==> config.mk <==
export PLATFORM = sky130hd
export DESIGN_NAME = uart_rx_fifo
export DESIGN_NICKNAME = d
export VERILOG_FILES = /design/src/rtl/uart_rx_fifo.sv
export SDC_FILE = /design/constraint.sdc
export NUM_CORES = 1
export LEC_CHECK = 0
export ABC_AREA = 1
export CAP_MARGIN = 40
export CORE_ASPECT_RATIO = 2
export CORE_UTILIZATION = 45
export DETAILED_ROUTE_END_ITERATION = 6
export GPL_TIMING_DRIVEN = 0
export HOLD_SLACK_MARGIN = 0.06
export PLACE_DENSITY = 0.69
export SLEW_MARGIN = 20
export SYNTH_ARGS = -nofsm -noshare
export SYNTH_HDL_FRONTEND = slang
export SYNTH_SLANG_ARGS = --single-unit
==> constraint.sdc <==
create_clock -name rxclk -period 2.3 [get_ports rxclk]
set_input_delay 0.23 -clock rxclk [delete_from_list [all_inputs] [get_ports rxclk]]
set_output_delay 0.23 -clock rxclk [all_outputs]
set_load 0.02 [all_outputs]
==> src/rtl/uart_rx_fifo.sv <==
// uart_rx_fifo: drains the uart receive holding register into a DEPTH-entry
// byte FIFO and presents the buffered bytes on a valid/ready stream.
// Each byte takes IDLE -> UNLOAD -> CAPTURE. The uart loads rx_data on the
// unload pulse, so rx_empty is only trusted again once CAPTURE has passed.
module uart_rx_fifo #(
   parameter int DEPTH     = 16,
   parameter int AW        = 4,
   parameter int AFULL_LVL = 12
) (
   input  logic          rxclk,
   input  logic          reset_n,
   input  logic          rx_empty,
   input  logic [7:0]    rx_data,
   output logic          uld_rx_data,
   input  logic          flush,
   output logic          out_valid,
   output logic [7:0]    out_data,
   input  logic          out_ready,
   output logic [AW:0]   count,
   output logic          full,
   output logic          almost_full,
   output logic          overflow_seen
);

   localparam logic [AW:0]   CNT_DEPTH = (AW+1)'(DEPTH);
   localparam logic [AW:0]   CNT_AFULL = (AW+1)'(AFULL_LVL);
   localparam logic [AW:0]   CNT_ONE   = (AW+1)'(1);
   localparam logic [AW-1:0] PTR_ONE   = AW'(1);

   typedef enum logic [1:0] {IDLE, UNLOAD, CAPTURE} state_t;

   state_t        state;
   state_t        state_d;
   logic [7:0]    mem [DEPTH];
   logic [AW-1:0] wr_ptr;
   logic [AW-1:0] rd_ptr;
   logic          discard;
   logic          wr_en;
   logic          pop;
   logic          ovf_set;

   assign out_valid   = (count != '0);
   assign out_data    = mem[rd_ptr];
   assign full        = (count == CNT_DEPTH);
   assign almost_full = (count >= CNT_AFULL);

   // A flush in the same cycle wins over the pop.
   assign pop = out_valid && out_ready && !flush;

   // Next-state decode: start an unload only when there is room and no flush;
   // a waiting byte seen while full marks an overflow instead.
   always_comb begin
      state_d = state;
      wr_en   = 1'b0;
      ovf_set = 1'b0;
      case (state)
         IDLE: begin
            if (!rx_empty && full) begin
               ovf_set = 1'b1;
            end
            if (!rx_empty && !full && !flush) begin
               state_d = UNLOAD;
            end
         end
         UNLOAD: begin
            state_d = CAPTURE;
         end
         CAPTURE: begin
            wr_en   = !flush && !discard;
            state_d = IDLE;
         end
         default: begin
            state_d = IDLE;
         end
      endcase
   end

   // State register plus the registered unload pulse; a flush seen during
   // UNLOAD is remembered so the following CAPTURE drops its byte.
   always_ff @(posedge rxclk or negedge reset_n) begin
      if (!reset_n) begin
         state       <= IDLE;
         uld_rx_data <= 1'b0;
         discard     <= 1'b0;
      end else begin
         state       <= state_d;
         uld_rx_data <= (state_d == UNLOAD);
         discard     <= (state == UNLOAD) && flush;
      end
   end

   // Pointers, occupancy and the sticky overflow flag; flush clears them all.
   always_ff @(posedge rxclk or negedge reset_n) begin
      if (!reset_n) begin
         wr_ptr        <= '0;
         rd_ptr        <= '0;
         count         <= '0;
         overflow_seen <= 1'b0;
      end else if (flush) begin
         wr_ptr        <= '0;
         rd_ptr        <= '0;
         count         <= '0;
         overflow_seen <= 1'b0;
      end else begin
         if (wr_en) begin
            wr_ptr <= wr_ptr + PTR_ONE;
         end
         if (pop) begin
            rd_ptr <= rd_ptr + PTR_ONE;
         end
         case ({wr_en, pop})
            2'b10:   count <= count + CNT_ONE;
            2'b01:   count <= count - CNT_ONE;
            default: count <= count;
         endcase
         if (ovf_set) begin
            overflow_seen <= 1'b1;
         end
      end
   end

   // Byte storage; data is not reset, so only occupancy decides what is valid.
   always_ff @(posedge rxclk) begin
      if (wr_en) begin
         mem[wr_ptr] <= rx_data;
      end
   end

endmodule

==> metrics.txt <==
Final Hold Vio Count 0; compound-cell area share of the yosys netlist approximately 8.6%; clock latency on the worst-skew pair between 400 and 500 ps; Worst setup SP type flip-flop; design area around 7600 um2; final setup fails 0; final wirelength 15.7 mm; dpl ws -453 ps; initial core utilization between 40% and 50%; Slew @ Worst Pin between 800 and 900 ps; detailed placement HPWL around 11 mm; Power Dens Cells 1050 nW/um2; total number of vias 4,159; port buffer count 30; Setup crit end kind output port; TritonCTS Buffers 17; clock buffer depth 2; Post-DRT Antenna Nets 0; Mean Syn Cell Area between 10 and 15 um2; final period utilization 98.6%; mux cell area share after synthesis 0%; row count 60; Via density approximately 5.5; CP arrival roughly 2000 ps; minimum clock period around 2300 ps; top cell family by delay on the critical path buffers and inverters; root buf cell clkbuf_16; Total GRT Usage 23.5%; crit-path cells clkinv_4, buf_8, buf_12, nor2_1, o21ai_0, nor2_1, o21ai_1, buf_4; Worst path most repeated cell nor2_1; leakage power 2.78 nW; Netlist cell types 31; Worst path slowest cell dfrtp_2; post-synthesis cell area around 6000 um2; min setup slack post-route between 30 and 40 ps; gpl congestion between 1 and 1.5; fmax approximately 440 MHz; Reg clk slew, reported paths approximately 60 ps; Die Area 14,100 um2; sw frac around 32%; CP max FO 8; ys flop type edfxtp_1; outcome finished clean; TritonCTS Sinks ~150; vias in the first global route ~4,200; xor/xnor share of the synthesized area 0.286%; Gate power share between 20 and 30%; syn nets roughly 550; CTS tree yes; area growth from synthesis to layout 23.3%; router iterations before antenna repair 5; DRT iter0 DRCs 408; Chip Width approximately 85 um; Final Power slightly below 8 mW; commonest non-fill, non-tap cells in the layout edfxtp_1, nand2_1, nor2_1; clock power share about a third; Synth Area in Adders ~2.0%; Yosys warning count 0; switching pwr roughly 2.5 mW; Nets ~610; leading cell type in the layout, fill and taps excluded edfxtp_1; HP Class in -> async; I/O pin total 31; setup TNS 0 ps; Max Slew Vio Count 0; Worst slew margin around 43%; Max Cap Viol 0; core area between 10,000 and 15,000 um2; drt drc 0; share of layout cells above drive strength 1 19.7%; unrepaired setup endpoints after global routing yes; EDFF count, synth approximately 130; Buf+Inv Stages, Crit Path 4; GRT Residual Overflow 0; first-pass GRT wire length around 24 mm; slowest stage delay, CP roughly 470 ps; Flop pwr share 38.9%; post-synthesis sequential area ratio a little over two thirds; n_diodes 0; Die H 167 um; largest net degree at the start of global routing 19; antenna violations before repair 0; type of the worst setup path reg -> out; Synth Register Bits about 150; routed length per instance 20.8 um; Layout Skew 3.90 ps; Post-Syn Instances 525; post-synthesis async set-or-reset flop share 12.3%; Synth Area in Simple Gates 15.3%; largest family of logic cells by synthesized area simple AND/OR/NAND/NOR gates; Worst VDD drop approximately 0.86 mV; worst path required time about 2100 ps; P_int between 5 and 6 mW; DP Area 6620 um2; htree depth 4
[cells in the mapped netlist, types with 2 or more instances]
library cell / number / share of area (%)
edfxtp_1: 128 / 63
nand2_1: 115 / 7.0
nor2_1: 63 / 3.9
o21ai_0: 45 / 3.7
nand3_1: 29 / 2.4
inv_1: 24 / 1.5
a21oi_1: 18 / 1.5
dfrtp_1: 18 / 7.3
o21ai_1: 18 / 1.5
buf_2: 13 / 1.1
a31oi_1: 8 / 0.82
ha_1: 8 / 1.6
o22ai_1: 6 / 0.61
nand3_2: 5 / 0.82
clkbuf_1: 4 / 0.24
buf_4: 3 / 0.37
o211ai_1: 3 / 0.37
inv_2: 2 / 0.12
nand2_2: 2 / 0.20
nor3_1: 2 / 0.16
[repair_timing]
item                                    CTS  global route
cloned                                    0             1
pin swaps                                 3            10
endpoints found under the setup margin    8             9
hold buffers                              0             0
gates resized for setup                  72            51
setup buffers                             4             7
[power by group through the flow]
stage                     clock [mW]  sequential, mW  combinational, mW
after floorplan                    0            3.14               1.10
after global placement             0            3.11               1.84
after detailed placement           0            3.12               1.89
after CTS                       2.59            3.07               2.01
after global routing            2.70            3.09               2.45
final                           2.57            3.07               2.26
[worst reg2reg max path: stages (launching register included)]
cell	delay, ps
dfrtp_1	410
nor2_1	190
inv_1	100
nor2_4	170
nand2_1	210
nor2_1	670
[sequential cells by signal, summed over array words and instances, names as in the netlist]
signal and flops:
wr_ptr 4, overflow_seen 1, state 2, discard 1, rd_ptr 4, count 5, uld_rx_data 1, mem 128
[worst paths after layout]
check	cells past startpoint	endpoint	slack [ps]	start
max in group asynchronous	2	count[3]$_DFFE_PN0P_	1820	reset_n
worst max-delay path	8	out_data[7]	30	rd_ptr[0]$_DFFE_PN0P_
worst max register to register	5	mem[9][6]$_DFFE_PP_	180	state[0]$_DFF_PN0_
worst min register to register	1	state[1]$_DFF_PN0_	490	state[1]$_DFF_PN0_
worst min-delay path	1	wr_ptr[1]$_DFFE_PN0P_	70	reset_n
min in group rxclk	4	overflow_seen$_DFFE_PN0P_	470	rx_empty
[kinds of logic after synthesis]
logic type | Yosys count
buf+inv | 49
compound gates | 99
fa+ha+maj | 9
flops | 146
simple gates | 220
xor+xnor | 2
[final cells by class]
cell class / count / area, um2
tap: 155 / 194
inverter: 27 / 109
sequential: 146 / 4300
multi-input combinational: 330 / 1770
clock buffer: 19 / 443
fill: 1077 / 5810
timing repair buffer: 43 / 433
clock inverter: 13 / 113
buffer: 21 / 196
[per-stage QoR]
stage | utilization (%) | instances | hold slack (ps)
2_1_floorplan | - | 525 | -65.6
3_3_place_gp | 49.6 | 710 | 470
3_5_place_dp | 49.6 | 710 | 484
4_1_cts | 55.1 | 746 | 319
5_1_grt | 56.6 | 754 | 80.7
6_report | 56.6 | 754 | 72.7
[per-layer routing]
| layer | share of wire, % | track usage, % | up-vias |
|---|---|---|---|
| li1 | - | - | 1961 |
| met1 | 36 | 24.7 | 2025 |
| met2 | 53 | 41.4 | 136 |
| met3 | 4.3 | 5.00 | 37 |
| met4 | 6.6 | 16.1 | 0 |
| met5 | 0 | 0 | - |
No activity file was read; power rests on OpenSTA's default activity.
